### config.mk
export PLATFORM = sky130hd
export DESIGN_NAME = isqrt_rr_arbiter
export DESIGN_NICKNAME = d
export VERILOG_FILES = /design/src/rtl/isqrt_arb_pkg.sv /design/src/rtl/isqrt_tag_fifo.sv /design/src/rtl/isqrt_rr_arbiter.sv
export SDC_FILE = /design/constraint.sdc
export NUM_CORES = 1
export LEC_CHECK = 0
export BUFFER_PORTS_ARGS = -buffer_cell sky130_fd_sc_hd__buf_2
export CAP_MARGIN = 10
export CORE_AREA = 2 2 74 129
export CTS_CLUSTER_DIAMETER = 120
export DETAILED_ROUTE_END_ITERATION = 12
export DIE_AREA = 0 0 76 131
export GPL_TIMING_DRIVEN = 0
export PLACE_DENSITY = 0.68
export SETUP_SLACK_MARGIN = 0.4
export SLEW_MARGIN = 30
export SYNTH_ARGS = -nofsm -noshare
export SYNTH_HDL_FRONTEND = slang
export SYNTH_SLANG_ARGS = --single-unit
### constraint.sdc
create_clock -name clk -period 3.5 [get_ports clk]
set_clock_uncertainty 0.1 [all_clocks]
set_input_delay 0.7 -clock clk [delete_from_list [all_inputs] [get_ports clk]]
set_output_delay 0.7 -clock clk [all_outputs]
set_load 0.02 [all_outputs]
### src/rtl/isqrt_arb_pkg.sv
// Shared widths and helpers for the isqrt request arbiter and its tag FIFO.
package isqrt_arb_pkg;

    // Operand and result widths of the shared isqrt unit.
    localparam int ISQRT_X_W = 32;
    localparam int ISQRT_Y_W = 16;

    // Width of a requester index; never narrower than one bit.
    function automatic int tag_width(input int n_req);
        return (n_req <= 2) ? 1 : $clog2(n_req);
    endfunction

endpackage

### src/rtl/isqrt_tag_fifo.sv
// Synchronous tag FIFO: remembers which requester owns each in-flight op.
// Push and pop may happen in the same cycle, including when the FIFO is full.
module isqrt_tag_fifo #(
    parameter int WIDTH = 1,
    parameter int DEPTH = 16
) (
    input  logic                         clk,
    input  logic                         rst,
    input  logic                         push_i,
    input  logic [WIDTH-1:0]             push_data_i,
    input  logic                         pop_i,
    output logic [WIDTH-1:0]             head_o,
    output logic [$clog2(DEPTH+1)-1:0]   count_o,
    output logic                         full_o,
    output logic                         empty_o
);

    localparam int AW = $clog2(DEPTH);
    localparam int CW = $clog2(DEPTH+1);

    logic [WIDTH-1:0] mem_q [DEPTH];
    logic [AW-1:0]    wr_ptr_q, wr_ptr_d;
    logic [AW-1:0]    rd_ptr_q, rd_ptr_d;
    logic [CW-1:0]    count_q, count_d;
    logic             do_push, do_pop;

    assign full_o  = (count_q == CW'(DEPTH));
    assign empty_o = (count_q == '0);
    assign count_o = count_q;
    assign head_o  = mem_q[rd_ptr_q];

    // A pop frees a slot in the same cycle, so a full FIFO still accepts a push alongside a pop.
    assign do_pop  = pop_i && !empty_o;
    assign do_push = push_i && (!full_o || do_pop);

    // Next-state for the pointers and occupancy count.
    always_comb begin
        wr_ptr_d = wr_ptr_q;
        rd_ptr_d = rd_ptr_q;
        count_d  = count_q;
        if (do_push) begin
            wr_ptr_d = wr_ptr_q + AW'(1);
        end
        if (do_pop) begin
            rd_ptr_d = rd_ptr_q + AW'(1);
        end
        count_d = count_q + CW'(do_push) - CW'(do_pop);
    end

    // Pointer and count registers.
    always_ff @(posedge clk) begin
        // NOTE: reset is synchronous, so it lives inside the clocked branch rather than the sensitivity list.
        if (rst) begin
            wr_ptr_q <= '0;
            rd_ptr_q <= '0;
            count_q  <= '0;
        end else begin
            wr_ptr_q <= wr_ptr_d;
            rd_ptr_q <= rd_ptr_d;
            count_q  <= count_d;
        end
    end

    // Tag storage write port.
    always_ff @(posedge clk) begin
        // NOTE: storage is not reset; the count and pointers alone decide which entries are meaningful.
        if (do_push) begin
            mem_q[wr_ptr_q] <= push_data_i;
        end
    end

endmodule

### src/rtl/isqrt_rr_arbiter.sv
// Round-robin sharing of one pipelined isqrt unit between N_REQ requesters.
// Results come back in issue order; a tag FIFO routes each one to its owner.
module isqrt_rr_arbiter
    import isqrt_arb_pkg::*;
#(
    parameter int N_REQ = 2,
    parameter int DEPTH = 16
) (
    input  logic                           clk,
    input  logic                           rst,
    input  logic [N_REQ-1:0]               req_vld,
    input  logic [N_REQ*ISQRT_X_W-1:0]     req_x,
    output logic [N_REQ-1:0]               req_rdy,
    output logic [N_REQ-1:0]               rsp_vld,
    output logic [N_REQ*ISQRT_Y_W-1:0]     rsp_y,
    output logic                           isqrt_x_vld,
    output logic [ISQRT_X_W-1:0]           isqrt_x,
    input  logic                           isqrt_y_vld,
    input  logic [ISQRT_Y_W-1:0]           isqrt_y,
    output logic [$clog2(DEPTH+1)-1:0]     inflight,
    output logic                           err_orphan
);

    localparam int TAG_W = tag_width(N_REQ);
    localparam int CNT_W = $clog2(DEPTH+1);

    // Registered state.
    logic [TAG_W-1:0]               ptr_q, ptr_d;
    logic [N_REQ-1:0]               rsp_vld_q, rsp_vld_d;
    logic [N_REQ*ISQRT_Y_W-1:0]     rsp_y_q, rsp_y_d;
    logic                           err_q, err_d;

    // Arbitration.
    logic                           can_issue;
    logic [N_REQ-1:0]               rdy_c;
    logic [N_REQ-1:0]               grant_c;
    logic [TAG_W-1:0]               grant_idx_c;
    logic [TAG_W-1:0]               scan_idx_c;
    logic                           seen_c;

    // Tag FIFO interface.
    logic                           fifo_full;
    logic                           fifo_empty;
    logic [TAG_W-1:0]               head_tag;
    logic [CNT_W-1:0]               fifo_count;
    logic                           fifo_pop;
    logic                           orphan;

    // A returning result frees a slot this cycle, so a full FIFO may still issue.
    assign can_issue = !fifo_full || isqrt_y_vld;

    // Priority scan from ptr: a requester is ready when no higher-priority requester is
    // asking. Its own valid is never consulted, so there is no loop through its handshake.
    always_comb begin
        rdy_c       = '0;
        grant_idx_c = '0;
        scan_idx_c  = '0;
        seen_c      = 1'b0;
        // NOTE: blocking assignments on purpose: each iteration must see seen_c as left by the previous one.
        for (int k = 0; k < N_REQ; k++) begin
            scan_idx_c = TAG_W'((int'(ptr_q) + k) % N_REQ);
            rdy_c[scan_idx_c] = can_issue && !seen_c;
            if (req_vld[scan_idx_c] && !seen_c) begin
                grant_idx_c = scan_idx_c;
            end
            seen_c = seen_c || req_vld[scan_idx_c];
        end
    end

    assign grant_c     = rdy_c & req_vld;
    assign req_rdy     = rdy_c;
    assign isqrt_x_vld = |grant_c;

    // Operand mux for the granted requester; don't-care when nothing issues.
    always_comb begin
        isqrt_x = 'x;
        for (int i = 0; i < N_REQ; i++) begin
            if (grant_c[i]) begin
                isqrt_x = req_x[i*ISQRT_X_W +: ISQRT_X_W];
            end
        end
    end

    // Tag FIFO: push the winner on issue, pop on each returning result.
    isqrt_tag_fifo #(
        .WIDTH (TAG_W),
        .DEPTH (DEPTH)
    ) u_tag_fifo (
        .clk         (clk),
        .rst         (rst),
        .push_i      (isqrt_x_vld),
        .push_data_i (grant_idx_c),
        .pop_i       (isqrt_y_vld),
        .head_o      (head_tag),
        .count_o     (fifo_count),
        .full_o      (fifo_full),
        .empty_o     (fifo_empty)
    );

    assign inflight = fifo_count;

    // A result with nothing outstanding is an orphan; an op pushed this cycle cannot claim it.
    assign fifo_pop = isqrt_y_vld && !fifo_empty;
    assign orphan   = isqrt_y_vld && fifo_empty;

    // Next pointer, routed response and sticky error.
    always_comb begin
        ptr_d     = ptr_q;
        rsp_vld_d = '0;
        rsp_y_d   = rsp_y_q;
        err_d     = err_q || orphan;
        if (isqrt_x_vld) begin
            ptr_d = (grant_idx_c == TAG_W'(N_REQ - 1)) ? '0 : grant_idx_c + TAG_W'(1);
        end
        if (fifo_pop) begin
            for (int i = 0; i < N_REQ; i++) begin
                if (head_tag == TAG_W'(i)) begin
                    rsp_vld_d[i]                      = 1'b1;
                    rsp_y_d[i*ISQRT_Y_W +: ISQRT_Y_W] = isqrt_y;
                end
            end
        end
    end

    // State registers; reset abandons anything in flight.
    always_ff @(posedge clk) begin
        if (rst) begin
            ptr_q     <= '0;
            rsp_vld_q <= '0;
            rsp_y_q   <= '0;
            err_q     <= 1'b0;
        end else begin
            ptr_q     <= ptr_d;
            rsp_vld_q <= rsp_vld_d;
            rsp_y_q   <= rsp_y_d;
            err_q     <= err_d;
        end
    end

    assign rsp_vld    = rsp_vld_q;
    assign rsp_y      = rsp_y_q;
    assign err_orphan = err_q;

endmodule

==> run metrics, run 1 <==
largest family of logic cells by synthesized area multiplexers; first-pass GRT wire length 13.57 mm; Initial Utilization 38.96%; Die ar. 9956 sq um; area delta synth->final 37.80%; Worst-Margin Slew 510.0 ps; Layout Nets 595; Pre-Repair DR Iteration Count 5; Final Max Slew Viols 0; Overall Global Routing Usage 17.80%; Fin Setup TNS 0 ps; Avg WL per Cell 13.71 um; chip height 131 um; placed inst area 4417 sq um; hold worst-path end err_orphan; worst r2r src u_tag_fifo.count_o[2]; Via density 4.706; MaxCap Viol Count 0; number of flops mapped to enable cells by yosys 16; post-DP HPWL 7.022 mm; Rel. slew slack 66.00%; PD cells 684.2 nW/um^2; share of cells above drive strength 1 41.35%; GP Congestion 0.8286; CP arrival 2150 ps; complex-gate fraction of the synthesized area 3.600%; Port Buf Inserts 158; R2R cell count 15; CTS H-tree depth 3; CTS tree yes; Post-Synth XOR/XNOR Area 2.268%; Hold Crit Class flip-flop to flip-flop; CP Capture Type output port; DRT Wirelength 8.541 mm; Hold Path Depth 2; Clock Tree Buf Depth 2; final std cells w/o fill 623; multiplexer share of the synthesized area 22.17%; antenna viol nets, final 0; core area 8921 sq um; minimum clock period 2952 ps; Reg2Reg Setup Slack 730 ps; register area share after synthesis 44.35%; number of global-route vias before repair 2937; WP data required 2700 ps; worst-path maximum fanout 10; post-synthesis register bit count 69; Worst-path clk slew 60 ps; Netlist cell types 41; largest net degree at the start of global routing 18; clock root cell clkbuf_16; Leak 0.002317 uW; Die X 76 um; placed instance count 604; RSZ-0062 raised after global routing no; CTS Buf Count 9; Synth Cell Area 3476 sq um; kind of critical path flip-flop to output port; startpoint types flip-flop; Final setup viols 0; hold-fix buffers at CTS 0; Max VDD drop 0.3023 mV; status complete, no violations; Yosys Warn Count 0; reg2reg end u_tag_fifo.count_o[4]; ys async rst share 0%; adder-cell share of the synthesized area 4.536%; Sink Count 69; Synth Area in Simple Gates 19.04%; Filler Cells Inserted 773; post-synthesis area per instance 10.66 sq um; Final Hold Vio Count 0; Synth Net Count 423; cell area after layout 4790 sq um; antenna violations before repair 0; via count 2932; DR iter-0 viols 68; Antenna diodes 0; grt ovf 0; # DRC 0; clock latency on the worst-skew pair 330 ps; Top Ports 160; f_max 338.8 MHz; Hold Startpoint err_orphan; Post-synth top flop dfxtp_1; Synth Instances 326; # rows 46; fin crit share 84.33%
-- area by class of cell --
type / count / area (sq um) / area share [%]
multi-input cells: 228 / 1819 / 37.98
inverters: 12 / 47.55 / 0.9927
repair buffers: 161 / 813.3 / 16.98
clock inverters: 6 / 85.08 / 1.776
clock buffers: 10 / 229.0 / 4.781
flip-flops and latches: 69 / 1541 / 32.18
plain buffers: 17 / 103.9 / 2.168
well taps: 120 / 150.1 / 3.135
-- worst max-delay path, stage by stage, from the launching register on --
cell and delay, ps:
dfxtp_1 330, inv_1 90, ha_1 180, nor3b_4 220, nand3_2 160, nand2_4 130
buf_4 180, mux2_1 350, buf_2 170
-- placed cells by master, fill, tap and decap left out, types with 9 or more instances in the layout --
cell,n
mux2_2,12
mux2i_1,41
clkbuf_16,9
inv_1,11
mux2_1,20
ha_1,11
buf_2,160
clkbuf_1,9
nand2b_1,53
dfxtp_1,53
edfxtp_1,16
nor2_1,28
nand2_1,11
-- flip-flops by register name (all words and copies together), names as in the netlist, named ones only --
signal,flops
u_tag_fifo.wr_ptr_q,4
u_tag_fifo.rd_ptr_q,4
rsp_vld,2
err_orphan,1
rsp_y,32
ptr_q,1
u_tag_fifo.mem_q,16
u_tag_fifo.count_o,5
-- metrics by stage --
step	hold slack, ps	utilization (%)	power [uW]	setup WS, ps
2_1_floorplan	357.2	-	1946	762.3
3_3_place_gp	348.7	49.51	2271	361.1
3_5_place_dp	357.3	49.51	2302	299.8
4_1_cts	371.2	53.49	3301	418.6
5_1_grt	384.7	53.69	3491	405.1
6_report	366.4	53.69	3277	548.4
-- report_power, final --
group          switching [uW]  internal (uW)
clock                     333            624
sequential                107            964
combinational             699            550
-- timing repair --
action / in CTS / in global routing
setup buffers: 2 / 1
setup endpoints to repair: 31 / 30
hold endpoints to repair: 0 / 0
gates resized for setup: 7 / 3
-- cell usage after synthesis, types with 2 or more instances --
master,instances,area share [%]
a21oi_1,7,1.0
and2_1,2,0.36
buf_2,5,0.72
clkbuf_1,8,0.86
dfxtp_1,53,31
edfxtp_1,16,14
ha_1,11,4.0
inv_1,11,1.2
mux2_1,20,6.5
mux2_2,12,3.9
mux2i_1,41,12
nand2_1,12,1.3
nand2b_1,53,9.5
nand4_1,2,0.36
nor2_1,28,3.0
nor3_1,7,1.0
nor3_2,2,0.58
nor3b_1,4,0.86
o22ai_1,2,0.36
or3_1,2,0.36
xnor2_1,3,0.76
xor2_1,6,1.5
-- routing by layer --
| metal | global-route usage, % | routed length (um) | vias up | share of wire [%] |
|---|---|---|---|---|
| met4 | 7.166 | 132 | 0 | 1.5 |
| met2 | 36.13 | 4693 | 151 | 55 |
| met5 | 0 | 0 | - | 0 |
| met1 | 16.76 | 3160 | 1322 | 37 |
| li1 | - | - | 1449 | - |
| met3 | 4.739 | 555 | 10 | 6.5 |
-- cell families (layout without fill, tap and decap cells) --
family	after synthesis	after routing
AO/OA/AOI/OAI	17	17
XOR/XNOR	9	9
adder cells (fa/ha/maj)	12	12
buffers and inverters	29	206
flip-flops	69	69
multiplexers	73	73
AND/OR/NAND/NOR	117	117
-- how the worst max path moves through the flow --
stage	endpoint	startpoint	slack, ps	depth (start not counted)
floorplan	isqrt_x[10]	u_tag_fifo.count_o[3]	760	7
global placement	isqrt_x[30]	req_vld[0]	360	7
detailed placement	isqrt_x[14]	req_vld[0]	300	7
CTS	isqrt_x[14]	u_tag_fifo.count_o[2]	420	8
global route	isqrt_x[4]	u_tag_fifo.count_o[2]	410	8
finish	isqrt_x[30]	u_tag_fifo.count_o[2]	550	8
No activity file was read; power rests on OpenSTA's default activity.
==> run 2: changes to the inputs <==
PLACE_DENSITY = 0.71   (was 0.68)
clock period = 2.45 ns   (was 3.5 ns; I/O delays follow)
==> run metrics, run 2 (same netlist as run 1, synthesis figures left out) <==
CP arrival 1980 ps (-170 ps); DR iter-0 viols 122 (+79%); Die ar. 9956 sq um (unchanged); minimum clock period 2573 ps; Switching Share 34.23% (-0.52 points); CTS Buf Count 9 (unchanged); failing checks negative setup slack; Sink Count 69 (unchanged); Layout Nets 616 (+3.5%); commonest non-fill, non-tap cells in the layout buf_2 (144), nand2b_1 (53), dfxtp_1 (50); Initial Utilization 38.96% (unchanged); startpoint types flip-flop; CTS tree yes; clock share of power 22.0% (-7.2 points); Rel. slew slack 61.24% (-4.8 points); antenna violations before repair 0 (unchanged); final cell utilization of the core 59.80% (+6.1 points); status finished with violations; MaxCap Viol Count 0 (unchanged); placed instance count 604 (unchanged); Final Hold Vio Count 0 (unchanged); WP data required 1860 ps (-840 ps); worst-path maximum fanout 10 (unchanged); Via density 4.709 (about the same); largest net degree at the start of global routing 18 (unchanged); post-DP HPWL 6.824 mm (-2.8%); commonest non-fill, non-tap cell in the layout buf_2; switching power 1752 uW (+54%); Worst-Margin Slew 579.5 ps (+69.47 ps); Power Total 5117 uW (+56%); Max VDD drop 0.6283 mV (+110%); first-pass GRT wire length 13.79 mm (+1.7%); PD cells 959.0 nW/um^2 (+40%); via count 3028 (+3.3%); chip height 131 um (unchanged); Reg2Reg Setup Slack -60 ps (-790 ps); clock latency on the worst-skew pair 320 ps (about the same); hold-fix buffers at CTS 0 (unchanged); DRT Wirelength 9.090 mm (+6.4%); slack of the critical path -123.0 ps (-671.5 ps); number of global-route vias before repair 3027 (+3.1%); fin crit share 105.0%; antenna viol nets, final 0 (unchanged); Final setup viols 36 (+36); kind of critical path flip-flop to output port; Final Max Slew Viols 0 (unchanged); # rows 46 (unchanged); Worst-path clk slew 50 ps (about the same); CTS H-tree depth 3 (unchanged); clock root cell clkbuf_16; # DRC 0 (unchanged); Port Buf Inserts 158 (unchanged); reg2reg end u_tag_fifo.count_o[4]; Hold Crit Class input pin to flip-flop; worst r2r src u_tag_fifo.count_o[3]; Leak 0.002618 uW (+13%); share of cells above drive strength 1 50.67% (+9.3 points); Int Power 3365 uW (+57%); final std cells w/o fill 643 (+3.2%); Die X 76 um (unchanged); core area 8921 sq um (unchanged); Clock Tree Buf Depth 2 (unchanged); Fin Setup TNS -3510 ps (-3510 ps); sequential share of power 30.3% (-2.4 points); Avg WL per Cell 14.14 um (+3.1%); CP Capture Type output port; max reg flops 32 (unchanged); R2R cell count 15 (unchanged); Overall Global Routing Usage 17.48% (-0.31 points); GP Congestion 0.7579 (-8.5%); Antenna diodes 0 (unchanged); Pre-Repair DR Iteration Count 4 (-1); Top Ports 160 (unchanged); f_max 388.6 MHz; crit path launch u_tag_fifo.count_o[3]; RSZ-0062 raised after global routing yes; logic gate share of total power 47.8% (+9.7 points); grt ovf 0 (unchanged); area delta synth->final 53.49%; CP endpoint isqrt_x[4]
-- run 2: cell count changes in the layout (fill, tap and decap cells not counted), sizes merged --
cell / change
buf: +21
clkbuf: +5
bufinv: -2
clkinv: -2
inv: -2
-- run 2: what timing repair did --
item / CTS / global route
pin swaps: 15 / 9
endpoints found under the setup margin: 62 / 88
resized for setup: 27 / 36
setup buffers: 17 / 5
gates cloned: 2 / 0
-- run 2: worst min-delay path by stage --
stage | depth (start not counted) | slack [ps] | from | endpoint
6_report | 2 | 310 | req_vld[1] | ptr_q
5_1_grt | 2 | 320 | req_vld[1] | ptr_q
4_1_cts | 2 | 290 | req_vld[1] | ptr_q
3_5_place_dp | 2 | 370 | rsp_y[18] | rsp_y[18]
3_3_place_gp | 2 | 350 | err_orphan | err_orphan
2_1_floorplan | 1 | 360 | ptr_q | ptr_q
-- run 2: metrics by stage --
| step | setup WS [ps] | area (sq um) | hold WS, ps |
|---|---|---|---|
| 6_report | -123.0 | 5335 | 311.3 |
| 3_3_place_gp | -148.0 | 4638 | 351.6 |
| 2_1_floorplan | -32.22 | 3697 | 357.2 |
| 3_5_place_dp | -192.6 | 4638 | 365.7 |
| 4_1_cts | -148.5 | 5177 | 290.5 |
| 5_1_grt | -194.9 | 5335 | 321.6 |
-- run 2: critical path, cell delays in order (launching register included) --
cell and delay, ps:
dfxtp_4 350, inv_4 60, ha_4 120, nor3b_4 200, nand3_2 140, nand2_4 160, buf_12 160, mux2_4 330
buf_6 140
-- run 2: routing by layer --
| metal | routed length [um] | up-vias | global-route usage [%] | share of wire, % |
|---|---|---|---|---|
| met5 | 0 | - | 0 | 0 |
| met4 | 240 | 0 | 9.947 | 2.6 |
| met3 | 543 | 17 | 3.846 | 6.0 |
| met2 | 5318 | 129 | 36.19 | 59 |
| met1 | 2988 | 1384 | 15.23 | 33 |
| li1 | - | 1498 | - | - |
-- run 2: cell type report --
type,count,area [sq um]
fill,725,3586
multi-input combinational,228,2011
sequential,69,1550
timing repair buffer,182,1156
clock buffer,15,257.7
buffer,17,155.1
tap,120,150.1
inverter,12,55.05
-- run 2: power by group through the flow --
stage	registers (uW)	clock network (uW)	logic (uW)
after floorplan	1750	0	1220
after global placement	1560	0	1860
after detailed placement	1570	0	1910
after CTS	1550	1150	2310
after global routing	1580	1190	2630
final	1550	1120	2440
